<file path="config.mk">
export PLATFORM = sky130hd
export DESIGN_NAME = mini_regfile
export DESIGN_NICKNAME = d
export VERILOG_FILES = /design/src/rtl/mini_regfile_pkg.sv /design/src/rtl/mini_regfile_read_port.sv /design/src/rtl/mini_regfile.sv
export SDC_FILE = /design/constraint.sdc
export NUM_CORES = 2
export LEC_CHECK = 0
export ABC_AREA = 1
export BUFFER_PORTS_ARGS = -buffer_cell sky130_fd_sc_hd__buf_2
export CAP_MARGIN = 15
export CORE_ASPECT_RATIO = 1.2
export CORE_MARGIN = 1.5
export CORE_UTILIZATION = 50
export CTS_CLUSTER_SIZE = 28
export DETAILED_ROUTE_END_ITERATION = 6
export PLACE_DENSITY_LB_ADDON = 0.15
export SLEW_MARGIN = 25
export SYNTH_ARGS = -nofsm -noshare
export SYNTH_HDL_FRONTEND = slang
export SYNTH_SLANG_ARGS = --single-unit
</file>
<file path="constraint.sdc">
create_clock -name clk -period 1.25 [get_ports clk]
set_input_delay 0.0625 -clock clk [delete_from_list [all_inputs] [get_ports clk]]
set_output_delay 0.0625 -clock clk [all_outputs]
set_load 0.02 [all_outputs]
</file>
<file path="src/rtl/mini_regfile_pkg.sv">
// Shared widths, constants and word type for the mini_regfile register file.
package mini_regfile_pkg;

  localparam int unsigned DATA_W   = 32;
  localparam int unsigned NUM_REGS = 32;
  localparam int unsigned ADDR_W   = 5;

  localparam logic [4:0] ZERO_REG = 5'd0;

  typedef logic [31:0] word_t;

endpackage : mini_regfile_pkg

</file>
<file path="src/rtl/mini_regfile_read_port.sv">
// One combinational read port: index select, r0 force-to-zero and, when
// REGFILE_BYPASS_EN is defined, same-cycle write-through forwarding.
module rf_read_port
  import mini_regfile_pkg::*;
#(
  parameter int unsigned P_DATA_W   = DATA_W,
  parameter int unsigned P_NUM_REGS = NUM_REGS,
  parameter int unsigned P_ADDR_W   = ADDR_W
) (
  input  logic                  rst,
  input  logic [P_DATA_W-1:0]   regs [P_NUM_REGS],
  input  logic [P_ADDR_W-1:0]   addr,
  input  logic                  reg_write,
  input  logic [P_ADDR_W-1:0]   rd_addr,
  input  logic [P_DATA_W-1:0]   write_data,
  output logic [P_DATA_W-1:0]   data
);

  logic is_zero;

  assign is_zero = (addr == P_ADDR_W'(ZERO_REG));

`ifdef REGFILE_BYPASS_EN
  logic fwd_hit;

  // Forward the in-flight write-back; reset reads must see stored contents.
  assign fwd_hit = !rst && reg_write && !is_zero && (rd_addr == addr);

  always_comb begin
    data = regs[addr];
    if (is_zero) begin
      data = '0;
    end else if (fwd_hit) begin
      data = write_data;
    end
  end
`else
  logic unused_wr_ports;

  assign unused_wr_ports = ^{rst, reg_write, rd_addr, write_data};

  always_comb begin
    data = regs[addr];
    if (is_zero) begin
      data = '0;
    end
  end
`endif

endmodule : rf_read_port

</file>
<file path="src/rtl/mini_regfile.sv">
// KGPminiRISC general-purpose register file: two combinational read ports,
// one clocked write port, r0 hardwired zero. Optional macro: REGFILE_BYPASS_EN.
module mini_regfile
  import mini_regfile_pkg::*;
#(
  parameter int unsigned P_DATA_W   = DATA_W,
  parameter int unsigned P_NUM_REGS = NUM_REGS,
  parameter int unsigned P_ADDR_W   = ADDR_W
) (
  input  logic                clk,
  input  logic                rst,
  input  logic [P_ADDR_W-1:0] rs_addr,
  input  logic [P_ADDR_W-1:0] rt_addr,
  input  logic [P_ADDR_W-1:0] rd_addr,
  input  logic [P_DATA_W-1:0] write_data,
  input  logic                reg_write,
  input  logic [4:0]          shamt,
  input  logic                shamt_sel,
  output logic [P_DATA_W-1:0] rs_data,
  output logic [P_DATA_W-1:0] rt_data,
  output logic [4:0]          shift
);

  logic [P_DATA_W-1:0] regs [P_NUM_REGS];

  // Storage: reset wins over a simultaneous write; writes to r0 are dropped.
  always_ff @(posedge clk) begin
    if (rst) begin
      for (int i = 0; i < int'(P_NUM_REGS); i++) begin
        regs[i] <= '0;
      end
    end else if (reg_write && (rd_addr != P_ADDR_W'(ZERO_REG))) begin
      regs[rd_addr] <= write_data;
    end
  end

  rf_read_port #(
    .P_DATA_W   (P_DATA_W),
    .P_NUM_REGS (P_NUM_REGS),
    .P_ADDR_W   (P_ADDR_W)
  ) u_rs_port (
    .rst        (rst),
    .regs       (regs),
    .addr       (rs_addr),
    .reg_write  (reg_write),
    .rd_addr    (rd_addr),
    .write_data (write_data),
    .data       (rs_data)
  );

  rf_read_port #(
    .P_DATA_W   (P_DATA_W),
    .P_NUM_REGS (P_NUM_REGS),
    .P_ADDR_W   (P_ADDR_W)
  ) u_rt_port (
    .rst        (rst),
    .regs       (regs),
    .addr       (rt_addr),
    .reg_write  (reg_write),
    .rd_addr    (rd_addr),
    .write_data (write_data),
    .data       (rt_data)
  );

  // Shift amount follows rt_data (forwarded when bypass is enabled).
  assign shift = shamt_sel ? rt_data[4:0] : shamt;

endmodule : mini_regfile

</file>
Yosys cells after proc, flatten, opt, wreduce, memory -nomap -nowiden
Cells that the tools add are included.
W data, S select, Z words.
- $mul: 0
- equality and inequality tests: 0
- add/subtract/negate cells: 0
- div/mod/pow operators: 0
- shift operators: 0
- bitwise logic cells: 3
- reductions and logical operators: 5
- magnitude comparators: 4
- multiplexer cells: 12
- operator list (kind ; number):
    $bwmux W1024 ; 1
    $bmux W32 S5 ; 2
    $mux W32 ; 7
    $demux W32 S5 ; 1
    $ge A6 B6 Y1 const B ; 3
    $not A5 Y6 ; 3
    $logic_not A5 Y1 ; 2
    $lt A6 B1 Y1 const B ; 1
    $mux W5 ; 1
    $reduce_bool A5 Y1 ; 1
    $logic_and A1 B1 Y1 ; 2
- bits in read-only memories: 0
- bits in registers: 1024
- bits in writable memories: 0
- word-level logic and storage cells: 56
- latch bits: 0
- memories: 0

Longest topological paths before layout
- depth in word-level cells: 6
- depth in mapped cells: 11
- mapped depth without buffers: 9

Hierarchy
From an unflattened synthesis, not the netlist that was laid out.
- cells, all modules: 10509
- area, all modules: 60345.4 um^2
- modules (own cells, without submodules) (module ; cells each ; seq. area each (um^2) ; times used ; area an instance (um^2)):
    mini_regfile ; 5581 ; 20499.7 ; 1 ; 38869.8
    rf_read_port ; 2464 ; 0.0 ; 2 ; 10737.8

Least setup slack after synthesis
OpenSTA, ideal clock, no wires.
- path kind: input to output
- start point: input rt_addr[2]
- end point: output rt_data[9]
- data required time: 1188 ps
- setup slack: -222 ps
- arrival time: 1410 ps
- path buffers: 3
- cell stages on the path: 7
- cells stage by stage: buf_2 -> clkbuf_1 -> buf_1 -> nand3_1 -> a21oi_1 -> o21ai_0 -> nor2_1
- word-level cells in the longest chain between the ends: 5
- elaborated cells between the ends (all ways): 6
- classes of those cells: mux (4); bitwise (1); reduce/logical (1)
- ends and longest elaborated chain (element ; line ; text):
    from (decl) ; mini_regfile.sv:13 ; input logic [P_ADDR_W-1:0] rt_addr,
    $not A5 Y6 (implied by the code) ; mini_regfile_read_port.sv:43 ; data = regs[addr];
    $bmux W32 S5 ; mini_regfile_read_port.sv:43 ;
    $mux W32 (implied by the code) (2 in a row) ; mini_regfile_read_port.sv:43 ;
    $mux W32 * ; mini_regfile_read_port.sv:44 ; if (is_zero) begin
    to (decl) ; mini_regfile.sv:20 ; output logic [P_DATA_W-1:0] rt_data,
Mark *: on every way between the ends. The rest lies on a longest branch, timed or not. The select of a mux whose other input is x is not followed.

Final worst setup path
- start point: register regs[634] (netlist bit)
- end point: output rt_data[26]
- word-level cells in the longest chain between the ends: 4
- ends and longest elaborated chain (element ; line ; text):
    from (decl) ; mini_regfile.sv:24 ; logic [P_DATA_W-1:0] regs [P_NUM_REGS];
    from (signal, indexed assignment) ; mini_regfile.sv:33 ; regs[rd_addr] <= write_data;
    $bmux W32 S5 ; mini_regfile_read_port.sv:43 ;
    $mux W32 (implied by the code) (2 in a row) ; mini_regfile_read_port.sv:43 ;
    $mux W32 ; mini_regfile_read_port.sv:44 ;
No other way between the ends. The select of a mux whose other input is x is not followed.

==> results.yml <==
outcome:
  status: "complete, but fails checks"
  violations: "negative setup slack"
setup_path:
  critical_path.max_stage_delay_ns: 0.33
  crit_family: "simple AND/OR/NAND/NOR gates"
  crit_top_cell: "nor2_4"
  endpoint_kind: "output pin"
  crit_arrival_ns: 2.22
  path_max_fanout: 2
  setup.worst_path.start_class: "flip-flop"
  cp_slowest_cell: "nor2_4"
  path_cells: "inv_1 > o211ai_1 > nand3_1 > a21oi_2 > nor2_4 > nor2_4 > buf_8"
  required_ns: 1.19
  worstPathBufferInverterCount: 2
  crit_type: "flip-flop to output pin"
  r2r_slack_ns: 0.33
  cp-startpoint: "regs[634]"
  r2r_start: "regs[651]"
  r2r_cells: 5
  r2r-end: "regs[651]"
detailed_routing:
  first_pass_iters: 7
  via_per_inst: 6.28
  antenna_left: 0
  routed_wl_mm: 272
  vias: 69000
  wl_per_cell_um: 24.7
  drcViolationCount: 0
  drt_iter0_markers: 11100
pwr:
  seq_power_share: 0.408
  peakVddDrop_uv: 1280
  cellPowerDensity_mw_per_mm2: 1100
  p_sw_frac: 0.289
  clkPwrFrac: 0.430
  internal-power_mw: 57.5
  p_comb_frac: 0.162
  switchingPower_mw: 23.4
  total_leakage_power_nw: 27.4
timing:
  final.period_utilization: 1.83
  rsz0062_at_grt: "true"
  fin_crit_ns: 2.29
  finalSetupViolCount: 69
  final-hold-violation-count: 0
  whs_ns: 0.108
  finalClockSkew_ns: 0
  slew-limit-headroom: 0.557
  slew_violations: 0
  max_freq_mhz: 437
  worst_pin_slew_ns: 0.664
  setup_ws_ns: -1.04
hold_path:
  hold-path-endpoint: "regs[657]"
  min_delay_path_depth: 7
  hp-class: "input pin to flip-flop"
  min_from: "rd_addr[1]"
yosys:
  seq_area_frac_synth: 0.376
  yosys-top-cells-area: "dfxtp_1 38%, nand2_1 24%, a21oi_1 10%"
  async_flop_share: 0
  yosys.area.top_type: "dfxtp_1"
  ys_warn_count: 0
  synth_area_mm2: 0.0546
  ys_seq_elements: 1024
  ys_types: 28
  ys.flop_type: "dfxtp_1"
  syn_avg_cell_area_um2: 6.12
  synth_cells: 8914
  synth_top_area_frac: 0.376
  syn-num-nets: 8970
  synth-edff-count: 0
clock_network:
  cts_made_buffers: 111
  clock-root-buffer: "clkbuf_16"
  cts_tree: "built"
  clk_latency_ns: 0.76
  cts_sinks: 1024
  htreeDepth: 3
  clkSlewWorstSetupHoldPaths_ns: 0.06
  ctsLongestPathBuffers: 3
placed_design:
  dp_hpwl_mm: 175
  place_area_mm2: 0.0664
  finalWeightedCongestion: 1.01
  io_buffers: 124
cells_and_area:
  post-route-util: 0.684
  fin_nets: 9545
  finish.instance_area_mm2: 0.0739
  largest_register_ffs: 1024
  reg_top3: "regs: 1024 flops"
  mostFrequentLayoutCells: "3,364 x nand2_1, 1,044 x a21oi_1, 905 x nand3_1"
  drive_gt1_frac: 0.260
  final_common_cell: "nand2_1"
  max_flop_register: "regs"
  syn_to_final_growth_pct: 35.4
die:
  dieArea_mm2: 0.111
  die_h_um: 365
  initial_core_util: 0.505
  die-width_um: 305
  num_io_pins: 125
  num_rows: 132
  coreArea_mm2: 0.108
flow_run:
  drv_cap: 0
global_routing:
  grt_max_degree: 91
  antenna_found_initial: 4
  first_global_vias: 63400
  grt_pass1_wl_mm: 398
  grt_overflow: 0
  grt_usage: 0.469
[kinds of logic after synthesis]
family,Yosys count,share of synthesized area
buffers and inverters,958,0.0715
flip-flops,1024,0.376
AND/OR/NAND/NOR,5127,0.378
AO/OA/AOI/OAI,1805,0.175
[metrics by stage]
| step | TNS [ns] | power, mW | cells | worst slack, ns |
|---|---|---|---|---|
| after floorplan | -0.719 | 39.5 | 8914 | -0.0242 |
| after global placement | -343.86 | 45.0 | 10700 | -0.766 |
| after detailed placement | -357.53 | 45.1 | 10700 | -0.719 |
| after CTS | -56.42 | 79.9 | 11000 | -0.963 |
| after global routing | -60.30 | 82.5 | 11000 | -1.04 |
| final | -57.10 | 81.0 | 11000 | -1.04 |
[power groups by stage]
stage                     logic, mW  clock network (mW)  registers, mW
final                          13.1                34.8           33.1
after global routing           13.5                36.0           33.1
after CTS                      12.2                34.6           33.1
after detailed placement       11.4                   0           33.8
after global placement         11.3                   0           33.8
after floorplan                5.76                   0           33.7
[worst reg2reg max path, cell delays in order (launching register included)]
cell and delay [ns]:
dfxtp_2 0.33, buf_6 0.11, buf_4 0.12, buf_4 0.12, nand2_1 0.06, a21oi_1 0.06
[how the worst max path moves through the flow]
| stage | endpoint | slack (ns) | cells past startpoint |
|---|---|---|---|
| final | rt_data[26] | -1.04 | 7 |
| after global routing | rt_data[26] | -1.04 | 9 |
| after CTS | rt_data[26] | -0.96 | 7 |
| after detailed placement | rt_data[7] | -0.72 | 14 |
| after global placement | rt_data[27] | -0.77 | 11 |
| after floorplan | rs_data[5] | -0.02 | 10 |
[cell type report]
class | instances | area, µm²
diodes | 2 | 5.00
fillers | 9231 | 34100
well taps | 1407 | 1760
repair buffers | 1293 | 14000
flip-flops and latches | 1024 | 21000
clock buffers | 165 | 3340
clock inverters | 37 | 414
inverters | 127 | 513
multi-input cells | 6932 | 32800
[synthesized netlist by cell type, drive strengths merged (7+ instances only)]
cell type	count
nand2	3487
a21oi	1140
dfxtp	1024
nand3	998
nor2	582
clkbuf	535
o21ai	447
buf	296
inv	125
o211ai	49
o22ai	48
nor3	42
a211oi	41
a31oi	29
o221ai	29
o31ai	17
nand4	10
and3	7
[routing by layer]
metal	share of wire	wire length [µm]	vias to the layer above	GRT usage
met2	0.41	111000	5601	0.685
met1	0.36	96700	31600	0.584
li1	-	-	30400	-
met5	0.00015	41	-	0
met3	0.15	40000	1455	0.134
met4	0.089	24200	6	0.364
[repair_timing]
action / in CTS / in global routing
endpoints found under the setup margin: 69 / 69
buffers inserted: 17 / 25
endpoints found under the hold margin: 1011 / 0
hold buffers: 33 / 0
gates resized for setup: 911 / 493
pin swaps: 367 / 358
No activity file was read; power rests on OpenSTA's default activity.
